===== src/rtl/instr_prefetch_unit.sv =====
// rtl/instr_prefetch_unit.sv - sequential instruction prefetcher feeding a DEPTH-entry FIFO
//
// Purpose:
//   Instruction-fetch master that sits in front of the code-memory bus port.
//   It issues sequential word reads (one-cycle synchronous read latency) and
//   queues each returned word together with its PC. The core drains the queue
//   with a valid/ready handshake. A redirect flushes the queue, drops the word
//   in flight and restarts fetch at the new PC.
//
// Parameters:
//   DEPTH     FIFO entries, power of two, 2..16
//   RESET_PC  first fetch address after reset
//
// Ports:
//   iCLK, iRST                 clock, asynchronous active-high reset
//   iRedirect, iRedirectPC     flush and restart fetch at iRedirectPC
//   iInstrReady                core accepts the FIFO head this cycle
//   oInstrValid/oInstr/oInstrPC FIFO head (oInstr/oInstrPC hold when empty)
//   oMisaligned                sticky misaligned-redirect flag
//   oReadEnable/oAddress       bus read strobe and word address
//   oWriteEnable/oByteEnable   tied to 0 / 4'hF
//   iReadData                  bus read data, valid the cycle after oReadEnable
//
// Optional feature macro: IPF_ALIGN_CHECK_EN
//   Defined: a redirect with iRedirectPC[1:0] != 0 sets oMisaligned and halts
//   fetch until an aligned redirect arrives.
//   Undefined: the low two redirect bits are ignored and oMisaligned is 0.

module instr_prefetch_unit #(
    parameter int          DEPTH    = 4,
    parameter logic [31:0] RESET_PC = 32'h0040_0000
) (
    input  logic        iCLK,
    input  logic        iRST,
    input  logic        iRedirect,
    input  logic [31:0] iRedirectPC,
    input  logic        iInstrReady,
    output logic        oInstrValid,
    output logic [31:0] oInstr,
    output logic [31:0] oInstrPC,
    output logic        oMisaligned,
    output logic        oReadEnable,
    output logic        oWriteEnable,
    output logic [3:0]  oByteEnable,
    output logic [31:0] oAddress,
    input  logic [31:0] iReadData
);

    localparam int          AW       = $clog2(DEPTH);
    localparam logic [AW:0] DEPTH_C  = (AW+1)'(DEPTH);
    localparam logic [AW:0] CNT_ONE  = (AW+1)'(1);
    localparam logic [AW-1:0] PTR_ONE = AW'(1);

    typedef enum logic [1:0] {
        S_START = 2'd0,
        S_RUN   = 2'd1,
        S_HALT  = 2'd2
    } state_t;

    state_t        r_state;
    state_t        w_state_next;

    logic [31:0]   r_fetch_pc;
    logic          r_inflight;
    logic [31:0]   r_inflight_pc;
    logic [AW-1:0] r_wr_ptr;
    logic [AW-1:0] r_rd_ptr;
    logic [AW:0]   r_count;
    logic [31:0]   r_mem_instr [DEPTH];
    logic [31:0]   r_mem_pc    [DEPTH];
    logic [31:0]   r_last_instr;
    logic [31:0]   r_last_pc;

    logic [31:0]   w_redirect_target;
    logic          w_redirect_bad;
    logic [AW:0]   w_credit_used;
    logic          w_fifo_valid;
    logic          w_issue;
    logic          w_push;
    logic          w_pop;

    assign w_redirect_target = {iRedirectPC[31:2], 2'b00};

`ifdef IPF_ALIGN_CHECK_EN
    logic r_misaligned;

    assign w_redirect_bad = iRedirect && (iRedirectPC[1:0] != 2'b00);

    always_ff @(posedge iCLK or posedge iRST) begin
        if (iRST) begin
            r_misaligned <= 1'b0;
        end else if (iRedirect) begin
            r_misaligned <= w_redirect_bad;
        end
    end

    assign oMisaligned = r_misaligned;
`else
    logic w_unused_low_pc;

    assign w_redirect_bad  = 1'b0;
    assign w_unused_low_pc = ^iRedirectPC[1:0];
    assign oMisaligned     = 1'b0;
`endif

    // Words already queued plus the word returning next cycle; a new read is
    // only issued when both fit, so a push never targets a full FIFO.
    assign w_credit_used = r_count + {{AW{1'b0}}, r_inflight};
    assign w_fifo_valid  = (r_count != '0);
    assign w_issue       = (r_state == S_RUN) && !iRedirect && (w_credit_used < DEPTH_C);
    assign w_push        = r_inflight && !iRedirect;
    assign w_pop         = w_fifo_valid && iInstrReady && !iRedirect;

    always_ff @(posedge iCLK or posedge iRST) begin
        if (iRST) begin
            r_state <= S_START;
        end else begin
            r_state <= w_state_next;
        end
    end

    always_comb begin
        w_state_next = r_state;
        case (r_state)
            S_START: w_state_next = S_RUN;
            S_RUN:   w_state_next = S_RUN;
            S_HALT:  w_state_next = S_HALT;
            default: w_state_next = S_START;
        endcase
        if (iRedirect) begin
            if (w_redirect_bad) begin
                w_state_next = S_HALT;
            end else if (r_state == S_HALT) begin
                w_state_next = S_RUN;
            end
        end
    end

    always_ff @(posedge iCLK or posedge iRST) begin
        if (iRST) begin
            r_fetch_pc    <= RESET_PC;
            r_inflight    <= 1'b0;
            r_inflight_pc <= 32'h0;
            r_wr_ptr      <= '0;
            r_rd_ptr      <= '0;
            r_count       <= '0;
        end else if (iRedirect) begin
            // Clearing r_inflight here drops the word issued this cycle's
            // predecessor; push and pop are already gated off above.
            r_fetch_pc <= w_redirect_target;
            r_inflight <= 1'b0;
            r_wr_ptr   <= '0;
            r_rd_ptr   <= '0;
            r_count    <= '0;
        end else begin
            r_inflight <= w_issue;
            if (w_issue) begin
                r_fetch_pc    <= r_fetch_pc + 32'd4;
                r_inflight_pc <= r_fetch_pc;
            end
            if (w_push) begin
                r_wr_ptr <= r_wr_ptr + PTR_ONE;
            end
            if (w_pop) begin
                r_rd_ptr <= r_rd_ptr + PTR_ONE;
            end
            case ({w_push, w_pop})
                2'b10:   r_count <= r_count + CNT_ONE;
                2'b01:   r_count <= r_count - CNT_ONE;
                default: r_count <= r_count;
            endcase
        end
    end

    always_ff @(posedge iCLK) begin
        if (w_push) begin
            r_mem_instr[r_wr_ptr] <= iReadData;
            r_mem_pc[r_wr_ptr]    <= r_inflight_pc;
        end
    end

    // Remembers the most recently presented head so the outputs hold steady
    // while the FIFO is empty.
    always_ff @(posedge iCLK or posedge iRST) begin
        if (iRST) begin
            r_last_instr <= 32'h0;
            r_last_pc    <= 32'h0;
        end else if (w_fifo_valid) begin
            r_last_instr <= r_mem_instr[r_rd_ptr];
            r_last_pc    <= r_mem_pc[r_rd_ptr];
        end
    end

    assign oInstrValid  = w_fifo_valid;
    assign oInstr       = w_fifo_valid ? r_mem_instr[r_rd_ptr] : r_last_instr;
    assign oInstrPC     = w_fifo_valid ? r_mem_pc[r_rd_ptr]    : r_last_pc;
    assign oReadEnable  = w_issue;
    assign oAddress     = r_fetch_pc;
    assign oWriteEnable = 1'b0;
    assign oByteEnable  = 4'hF;

endmodule

===== config.mk =====
export PLATFORM = sky130hd
export DESIGN_NAME = instr_prefetch_unit
export DESIGN_NICKNAME = d
export VERILOG_FILES = /design/src/rtl/instr_prefetch_unit.sv
export SDC_FILE = /design/constraint.sdc
export NUM_CORES = 1
export LEC_CHECK = 0
export BUFFER_PORTS_ARGS = -buffer_cell sky130_fd_sc_hd__clkbuf_2
export CAP_MARGIN = 20
export CORE_MARGIN = 5
export CORE_UTILIZATION = 44
export DETAILED_ROUTE_END_ITERATION = 16
export PLACE_DENSITY_LB_ADDON = 0.08
export SETUP_SLACK_MARGIN = 0.02
export SYNTH_ARGS = -nofsm -noshare
export SYNTH_HDL_FRONTEND = slang
export SYNTH_SLANG_ARGS = --single-unit

===== constraint.sdc =====
create_clock -name iCLK -period 5.9 [get_ports iCLK]
set_clock_uncertainty 0.05 [all_clocks]
set_input_delay 0.885 -clock iCLK [delete_from_list [all_inputs] [get_ports iCLK]]
set_output_delay 0.885 -clock iCLK [all_outputs]
set_load 0.005 [all_outputs]

==> Word level (Yosys, flattened, before mapping) <==
Memory sizes are Yosys's and may differ from the RTL's.
Index checks and enable logic that the tools add are counted.
{ "classes": {"order_cmp": 1, "mux": 16, "n_addsub": 6, "eq_ne": 4, "n_reduce_logical": 14, "bitwise": 1} }
{ "ops": {"columns": ["cell", "n"], "rows": [
  ["32-bit two-way mux", 4],
  ["32-bit by 3-bit adder with 32-bit output (second input constant)", 1],
  ["2-bit two-way mux", 6],
  ["3-bit case mux with 2 select lines", 1],
  ["2-bit nonzero test", 3],
  ["3-bit nonzero test", 2],
  ["1-bit logical AND", 5],
  ["2-bit by 1-bit adder with 2-bit output (second input constant)", 2],
  ["2-bit by 1-bit equality test with 1-bit output (second input constant)", 2],
  ["2-bit equality test (second input constant)", 2],
  ["2-bit case mux with 2 select lines", 1],
  ["3-bit by 1-bit adder with 3-bit output", 1],
  ["3-bit by 1-bit adder with 3-bit output (second input constant)", 1],
  ["3-bit < comparator (second input constant)", 1],
  ["1-bit two-way mux", 3],
  ["3-bit two-way mux", 1],
  ["3-bit by 1-bit subtractor with 3-bit output (second input constant)", 1],
  ["2-bit logical NOT", 1],
  ["2-bit AND reduction", 1],
  ["2-bit OR reduction", 1],
  ["1-bit logical NOT", 1],
  ["1-bit inverter", 1]
]} }
{ "totals": {"output_inout_bits": 104, "n_memories": 2, "in_bits": 68, "ramBits": 256, "word_cells": 53, "regBits": 138} }
{ "mem_list": {"columns": ["memory", "words", "width", "read_ports", "rd_ports_with_merged_regs", "wr", "line", "source"], "rows": [
  ["r_mem_instr", 4, 32, 1, 0, 1, "69", "logic [31:0] r_mem_instr [DEPTH];"],
  ["r_mem_pc", 4, 32, 1, 0, 1, "70", "logic [31:0] r_mem_pc [DEPTH];"]
]} }

==> Depth between registers and ports, before layout <==
Gate-level depths: netlist (run 1).
{ "depth": {"ltp_word": 6, "ltp_mapped": 9} }

==> Worst setup path after synthesis (run 1) <==
Ideal clock, no wire load.
{ "synth_path": {"path_type": "input -> register", "startpoint": "input iRedirect", "endpoint": "memory r_mem_instr[0][0], enable pin", "t_arrival_ns": 2.703, "path_stages": 3, "path_buffers": 1, "required_time_ns": 5.423, "setup_slack_ns": 2.720, "path_cell_list": "clkbuf_1 -> nor2b_1 -> and2_1"} }
{ "synth_via": {"elab_chain_len": 4} }
{ "synth_lines": {"columns": ["element", "line", "source"], "rows": [
  ["start: declaration", "35", "input logic iRedirect,"],
  ["1-bit logical NOT", "111", "assign w_push = r_inflight && !iRedirect;"],
  ["1-bit logical AND", "111", null],
  ["1-bit two-way mux", "176", "if (w_push) begin"],
  ["1-bit two-way mux (not written as such)", "177", "r_mem_instr[r_wr_ptr] <= iReadData;"],
  ["end: declaration", "69", null]
]} }
Every way passes these cells.

==> Final worst setup path (run 1) <==
{ "layout_path": {"startpoint": "register r_rd_ptr[0]", "endpoint": "output oInstr[24]"} }
{ "layout_via": {"elab_chain_len": 2} }
{ "layout_lines": {"columns": ["element", "line", "source"], "rows": [
  ["start: declaration", "67", "logic [AW-1:0] r_rd_ptr;"],
  ["start signal: assignment", "165", "r_rd_ptr <= r_rd_ptr + PTR_ONE;"],
  ["memory read 4 x 32 bit", null, null],
  ["32-bit two-way mux", null, null],
  ["end: declaration", "39", "output logic [31:0] oInstr,"]
]} }
Every way passes these cells.

==> impl_metrics.env, run 1 <==
export IMPL_layout_commonest_cell="sky130_fd_sc_hd__edfxtp_1"
export IMPL_synthCells=919
export IMPL_maximum_number_of_pins_on_one_net_before_global_route_repair=81
export IMPL_post_route_cell_area_mm2=0.01738
export IMPL_rsz_0062_raised_after_global_routing="no"
export IMPL_finalWorstPathRequiredPeriod_ns=3.622
export IMPL_place_detailed_hpwl_mm=17.55
export IMPL_yosys_warnings=0
export IMPL_post_route_worst_setup_slack_ns=2.278
export IMPL_worst_hold_path_type="register to register"
export IMPL_firstDrtPassIters=5
export IMPL_hold_slack_ns=0.4082
export IMPL_post_cts_setup_buffer_count=0
export IMPL_vias_per_cell=5.060
export IMPL_clkSlewWorstSetupHoldPaths_ns=0.06
export IMPL_gp_congestion=0.7556
export IMPL_yosys_area_top_type="sky130_fd_sc_hd__edfxtp_1"
export IMPL_floorplan_rows=67
export IMPL_async_flop_share=0.3508
export IMPL_initial_antenna_violation_count=1
export IMPL_critical_path_endpoint_category="output port"
export IMPL_post_place_ws_ns=2.620
export IMPL_ys_ff_latch=382
export IMPL_total_leakage_power_nw=6.754
export IMPL_core_mm2=0.03336
export IMPL_worst_ep_required_time_ns=4.97
export IMPL_timing_critical_path_fanout_max=27
export IMPL_tightestPinTransition_ns=1.097
export IMPL_clock_tree_buffer_depth=3
export IMPL_most_common_layout_cells="248 x sky130_fd_sc_hd__edfxtp_1, 227 x sky130_fd_sc_hd__nand2_1, 161 x sky130_fd_sc_hd__clkbuf_2, 131 x sky130_fd_sc_hd__dfrtp_1, 62 x sky130_fd_sc_hd__mux4_2"
export IMPL_flip_flop_cell_with_the_highest_count_after_synthesis="sky130_fd_sc_hd__edfxtp_1"
export IMPL_initial_utilization=0.4427
export IMPL_setup_worst_path_class="register to output port"
export IMPL_place_inst=1491
export IMPL_detail_route_wirelength_met1_mm=14.64
export IMPL_yosys_area_top_type_share=0.5042
export IMPL_ant_nets=0
export IMPL_synth_top_cells_by_area="sky130_fd_sc_hd__edfxtp_1 50%, sky130_fd_sc_hd__dfrtp_1 23%, sky130_fd_sc_hd__mux4_2 9.5%"
export IMPL_synth_cell_area_mm2=0.01477
export IMPL_ctsHtreeMaxLevel=2
export IMPL_synth_area_per_cell_um2=16.07
export IMPL_highest_signal_layer="met5"
export IMPL_dieArea_mm2=0.03733
export IMPL_numCtsBuffers=42
export IMPL_vdd_drop_max_uv=347.9
export IMPL_final_max_slew_viol_count=0
export IMPL_final_cell_count_no_fill=1568
export IMPL_finalSetupTns_ns=0
export IMPL_route_detailed_wl_per_inst_um=20.06
export IMPL_worst_relative_slew_slack=0.2689
export IMPL_grt_util_all_layers=0.1705
export IMPL_die_w_um=193.2
export IMPL_worst_r2r_cell_count=9
export IMPL_via_count=7934
export IMPL_rr_endpoint="r_count[2]"
export IMPL_cts_hold_repair_buffers=0
export IMPL_synth_yosys_seq_area_share=0.7313
export IMPL_areaGrowthSynthToFinish_pct=17.64
export IMPL_met3_length_mm=1.549
export IMPL_drc_errors=0
export IMPL_outcome="completed"
export IMPL_insertion_delay_ns=0.52
export IMPL_wl_met2_mm=14.59
export IMPL_hold_violations=0
export IMPL_via_count_of_the_first_global_routing_pass=8666
export IMPL_detailedRoute_firstIterationViolations=340
export IMPL_layout_drive_gt1_share=0.2777
export IMPL_start_kind="register"
export IMPL_numPortBuffers=161
export IMPL_cts_sinks=382
export IMPL_cts_root_buf="sky130_fd_sc_hd__clkbuf_16"
export IMPL_top_level_ports=172
export IMPL_worst_r2r_startpoint="r_count[0]"
export IMPL_cellPowerDensity_mw_per_mm2=491.5
export IMPL_worst_ep_arrival_time_ns=2.69
export IMPL_finalCritPeriodShare=0.6140
export IMPL_postCtsResizedCells=0
export IMPL_synth_edff_count=248
export IMPL_holdCritStartpoint="r_last_instr[27]"
export IMPL_grt_pass1_wl_mm=50.72
export IMPL_max_freq_ghz=0.2761
export IMPL_worst_hold_path_endpoint="r_last_instr[27]"
export IMPL_gr_total_overflow=0
export IMPL_worst_hold_path_num_cells=2
export IMPL_netlist_cell_type_count=41
export IMPL_placed_cell_area_mm2=0.01599
export IMPL_number_of_antenna_diodes=0
export IMPL_r2r_slack_ns=3.22
export IMPL_total_routed_length_mm=31.45
export IMPL_finalNetCount=1162
export IMPL_tritoncts_clock_tree="done"
export IMPL_die_height_um=193.2
export IMPL_finalSetupViolations=0
export IMPL_cap_viol_max_count=0
-- flip-flops by register name (all words and copies together) (netlist names) --
register / flops
r_inflight: 1
r_rd_ptr: 2
r_last_instr: 32
oAddress: 30
r_mem_instr: 128
r_count: 3
r_state: 2
r_mem_pc: 120
r_wr_ptr: 2
r_inflight_pc: 30
r_last_pc: 32
-- metrics by stage --
stage / util / power [W]
2_1_floorplan: - / 0.005139
3_3_place_gp: 0.4792 / 0.006087
3_5_place_dp: 0.4792 / 0.006124
4_1_cts: 0.5202 / 0.008700
5_1_grt: 0.5208 / 0.009096
6_report: 0.5208 / 0.008541
-- worst max path at each step --
| stage | slack [ns] | startpoint | to |
|---|---|---|---|
| 5_1_grt | 2.02 | r_rd_ptr[0] | oInstrPC[7] |
| 3_3_place_gp | 2.67 | iRedirect | r_mem_pc[3][9] |
| 2_1_floorplan | 1.38 | iRST | oAddress[10] |
| 3_5_place_dp | 2.62 | iRedirect | r_mem_instr[3][30] |
| 4_1_cts | 2.14 | r_rd_ptr[0] | oInstrPC[10] |
| 6_report | 2.28 | r_rd_ptr[0] | oInstr[24] |
-- final cells by class --
class                   instances  area [um^2]
clock buffers                  67         1269
clock inverters                 9        97.59
fillers                      2879        15990
inverters                      10        42.54
multi-input cells             480         3696
flip-flops and latches        382        10810
well taps                     448        560.5
repair buffers                172        900.9
-- metal layers --
layer,global-route usage,up-vias
li1,-,3671
met2,0.2751,174
met1,0.2413,4035
met5,0,-
met4,0.04091,2
met3,0.03635,52
-- synth_stat cells (11+ instances only) --
| master | instances |
|---|---|
| sky130_fd_sc_hd__buf_2 | 11 |
| sky130_fd_sc_hd__mux4_2 | 62 |
| sky130_fd_sc_hd__edfxtp_1 | 248 |
| sky130_fd_sc_hd__clkbuf_1 | 22 |
| sky130_fd_sc_hd__nor2_1 | 13 |
| sky130_fd_sc_hd__mux2_1 | 29 |
| sky130_fd_sc_hd__nor3_1 | 16 |
| sky130_fd_sc_hd__nand2_1 | 227 |
| sky130_fd_sc_hd__o21ai_0 | 28 |
| sky130_fd_sc_hd__dfrtp_1 | 133 |
| sky130_fd_sc_hd__xnor2_1 | 31 |
-- where the power goes --
part | switching (W) | total, W | internal (W)
registers | 0.000340 | 0.00381 | 0.00347
clock network | 0.000999 | 0.00256 | 0.00156
logic | 0.00123 | 0.00218 | 0.000942
total | 0.00257 | 0.00854 | 0.00597
-- critical path, cell delays in order (launching register included) --
cell and delay [ns]:
sky130_fd_sc_hd__dfrtp_4 0.80, sky130_fd_sc_hd__buf_4 0.51, sky130_fd_sc_hd__mux4_2 0.56, sky130_fd_sc_hd__nand2_1 0.10, sky130_fd_sc_hd__nand2_1 0.08, sky130_fd_sc_hd__clkbuf_2 0.11
-- cells by family (layout without fill, tap and decap cells) --
group	after synthesis	in the layout	share of synthesized area
other	2	8	0.0005084
flip-flops	382	382	0.7313
multiplexers	97	97	0.1208
buffers and inverters	63	258	0.02101
AO/OA/AOI/OAI	35	35	0.01254
adder cells (fa/ha/maj)	6	6	0.005591
XOR/XNOR	34	34	0.02016
AND/OR/NAND/NOR	300	300	0.08810
Power figures use the tool's default switching activity.
==> run 2, diff against run 1 <==
Clock period 5.9 ns to 3.63 ns, I/O delays scaled along.
==> run 2 against run 1 <==
Compared with the run above:
- critical path type unchanged
- wire length increased by 0.46%
- sequential cell count unchanged
- die area is the same
- largest power group unchanged
==> impl_metrics.env, run 2 (synthesized netlist as in run 1, its figures left out) <==
export IMPL_largest_reg_flops=128
export IMPL_worst_r2r_startpoint="r_inflight"
export IMPL_clkSlewWorstSetupHoldPaths_ns=0.06
export IMPL_tritoncts_clock_tree="done"
export IMPL_cp_buffers_inverters=2
export IMPL_areaGrowthSynthToFinish_pct=18.36
export IMPL_initial_antenna_violation_count=0
export IMPL_worst_path_most_repeated_cell="sky130_fd_sc_hd__nand2_1"
export IMPL_floorplan_rows=67
export IMPL_numPortBuffers=161
export IMPL_die_height_um=193.2
export IMPL_critical_path_startpoint="r_rd_ptr[0]"
export IMPL_cts_sinks=382
export IMPL_rsz_0062_raised_after_global_routing="no"
export IMPL_n_fill_cell=2863
export IMPL_timing_critical_path_cells="buf_4, mux4_2, nand2_1, nand2_1, clkbuf_2"
export IMPL_clock_tree_buffer_depth=3
export IMPL_ant_nets=0
export IMPL_max_freq_ghz=0.3287
export IMPL_worst_hold_path_type="input port to register"
export IMPL_core_mm2=0.03336
export IMPL_place_inst=1507
export IMPL_postCtsResizedCells=0
export IMPL_layout_commonest_cell="sky130_fd_sc_hd__edfxtp_1"
export IMPL_ctsHtreeMaxLevel=2
export IMPL_via_count_of_the_first_global_routing_pass=8412
export IMPL_worst_ep_required_time_ns=3.04
export IMPL_critical_path_endpoint_category="output port"
export IMPL_finalNetCount=1177
export IMPL_setup_worst_path_class="register to output port"
export IMPL_die_w_um=193.2
export IMPL_gp_congestion=0.7852
export IMPL_vias_per_cell=5.074
export IMPL_layout_core_utilization=0.5240
export IMPL_detailedRoute_firstIterationViolations=309
export IMPL_sequential_cell_area_mm2=0.01081
export IMPL_total_leakage_power_nw=6.801
export IMPL_timing_critical_path_slowest_stage_cell="sky130_fd_sc_hd__dfrtp_4"
export IMPL_start_kind="register"
export IMPL_tightestPinTransition_ns=0.8565
export IMPL_worstSetupEndpoint="oInstr[0]"
export IMPL_cp_num_cells=5
export IMPL_firstDrtPassIters=5
export IMPL_numCtsBuffers=41
export IMPL_total_area_of_multi_input_combinational_cells_mm2=0.003697
export IMPL_cap_viol_max_count=0
export IMPL_vdd_drop_max_uv=479.1
export IMPL_rr_endpoint="r_inflight_pc[30]"
export IMPL_maximum_number_of_pins_on_one_net_before_global_route_repair=68
export IMPL_final_max_slew_viol_count=0
export IMPL_dieArea_mm2=0.03733
export IMPL_cts_root_buf="sky130_fd_sc_hd__clkbuf_16"
export IMPL_finalSetupViolations=0
export IMPL_registers_top_by_ff_count="r_mem_instr"
export IMPL_hold_violations=0
export IMPL_r2r_slack_ns=1.12
export IMPL_layout_drive_gt1_share=0.2852
export IMPL_critPathMaxStageDelay_ns=0.78
export IMPL_total_routed_length_mm=31.60
export IMPL_grt_util_all_layers=0.1695
export IMPL_critical_path_top_delay_family="flip-flops"
export IMPL_grt_pass1_wl_mm=50.48
export IMPL_route_detailed_wl_per_inst_um=19.95
export IMPL_finalWorstPathRequiredPeriod_ns=3.042
export IMPL_initial_utilization=0.4427
export IMPL_number_of_antenna_diodes=0
export IMPL_final_cell_count_no_fill=1584
export IMPL_cellPowerDensity_mw_per_mm2=786.1
export IMPL_most_common_layout_cells="248 x sky130_fd_sc_hd__edfxtp_1, 227 x sky130_fd_sc_hd__nand2_1, 161 x sky130_fd_sc_hd__clkbuf_2, 131 x sky130_fd_sc_hd__dfrtp_1, 62 x sky130_fd_sc_hd__mux4_2"
export IMPL_insertion_delay_ns=0.52
export IMPL_finalSetupTns_ns=0
export IMPL_worst_relative_slew_slack=0.4290
export IMPL_top_level_ports=172
export IMPL_worst_ep_arrival_time_ns=2.45
export IMPL_gr_total_overflow=0
export IMPL_place_detailed_hpwl_mm=19.26
export IMPL_outcome="completed"
export IMPL_via_count=8037
export IMPL_worst_r2r_cell_count=6
export IMPL_cts_hold_repair_buffers=1
export IMPL_drc_errors=0
export IMPL_post_cts_setup_buffer_count=0
export IMPL_timing_critical_path_fanout_max=25
export IMPL_finalCritPeriodShare=0.8381
export IMPL_largest_regs="r_mem_instr x128, r_mem_pc x120"
run 2: cell count changes in the layout (fill, tap and decap cells not counted), sizes merged:
cell	previous run	this run
dlygate4sd3	0	1
clkbuf	228	222
bufinv	2	1
buf	11	26
clkinv	7	11
clkinvlp	0	3
run 2: layer usage:
layer / vias to the layer above / track usage / wire length (um)
met5: - / 0 / 0
met4: 0 / 0.03724 / 478
met3: 39 / 0.03148 / 1532
met2: 197 / 0.2669 / 14860
met1: 4092 / 0.2501 / 14720
li1: 3709 / - / -
run 2: report_power, final:
| group | switching (W) | internal [W] | leakage [nW] | total, W |
|---|---|---|---|---|
| Clock | 0.00161 | 0.00231 | 0.619 | 0.00392 |
| Sequential | 0.000527 | 0.00563 | 3.89 | 0.00616 |
| Combinational | 0.00205 | 0.00161 | 2.29 | 0.00366 |
| Total | 0.00419 | 0.00955 | 6.80 | 0.0137 |
run 2: worst reg2reg max path, delay by kind of cell, from the launching register on:
kind / cells / cell delay (ns)
AND/OR/NAND/NOR: 4 / 1.16
multiplexers: 1 / 0.35
buffers and inverters: 1 / 0.31
flip-flops: 1 / 0.53
run 2: final cells by class:
class,instances,area share
timing repair buffer,188,0.06284
clock buffer,61,0.06713
inverter,10,0.002362
multi-input combinational,480,0.2115
sequential,382,0.6183
tap,448,0.03206
clock inverter,15,0.005868
run 2: worst min path at each step:
stage | end | cells after the start | startpoint
floorplan | r_state[1] | 1 | r_state[0]
global placement | r_last_pc[24] | 2 | r_last_pc[24]
detailed placement | r_last_pc[24] | 2 | r_last_pc[24]
CTS | oAddress[16] | 3 | iRedirectPC[16]
global route | oAddress[16] | 3 | iRedirectPC[16]
finish | oAddress[11] | 3 | iRedirectPC[11]
run 2: stage by stage:
step | total power [W] | cell area [um^2] | setup slack [ns] | hold WS [ns]
6_report | 0.01374 | 17480 | 0.5875 | 0.1772
5_1_grt | 0.01465 | 17480 | 0.3946 | 0.1683
4_1_cts | 0.01404 | 17480 | 0.4940 | 0.1587
3_5_place_dp | 0.01006 | 16200 | 1.061 | 0.4023
3_3_place_gp | 0.01000 | 16200 | 1.061 | 0.3962
2_1_floorplan | 0.008354 | 14800 | 0.7909 | 0.4034
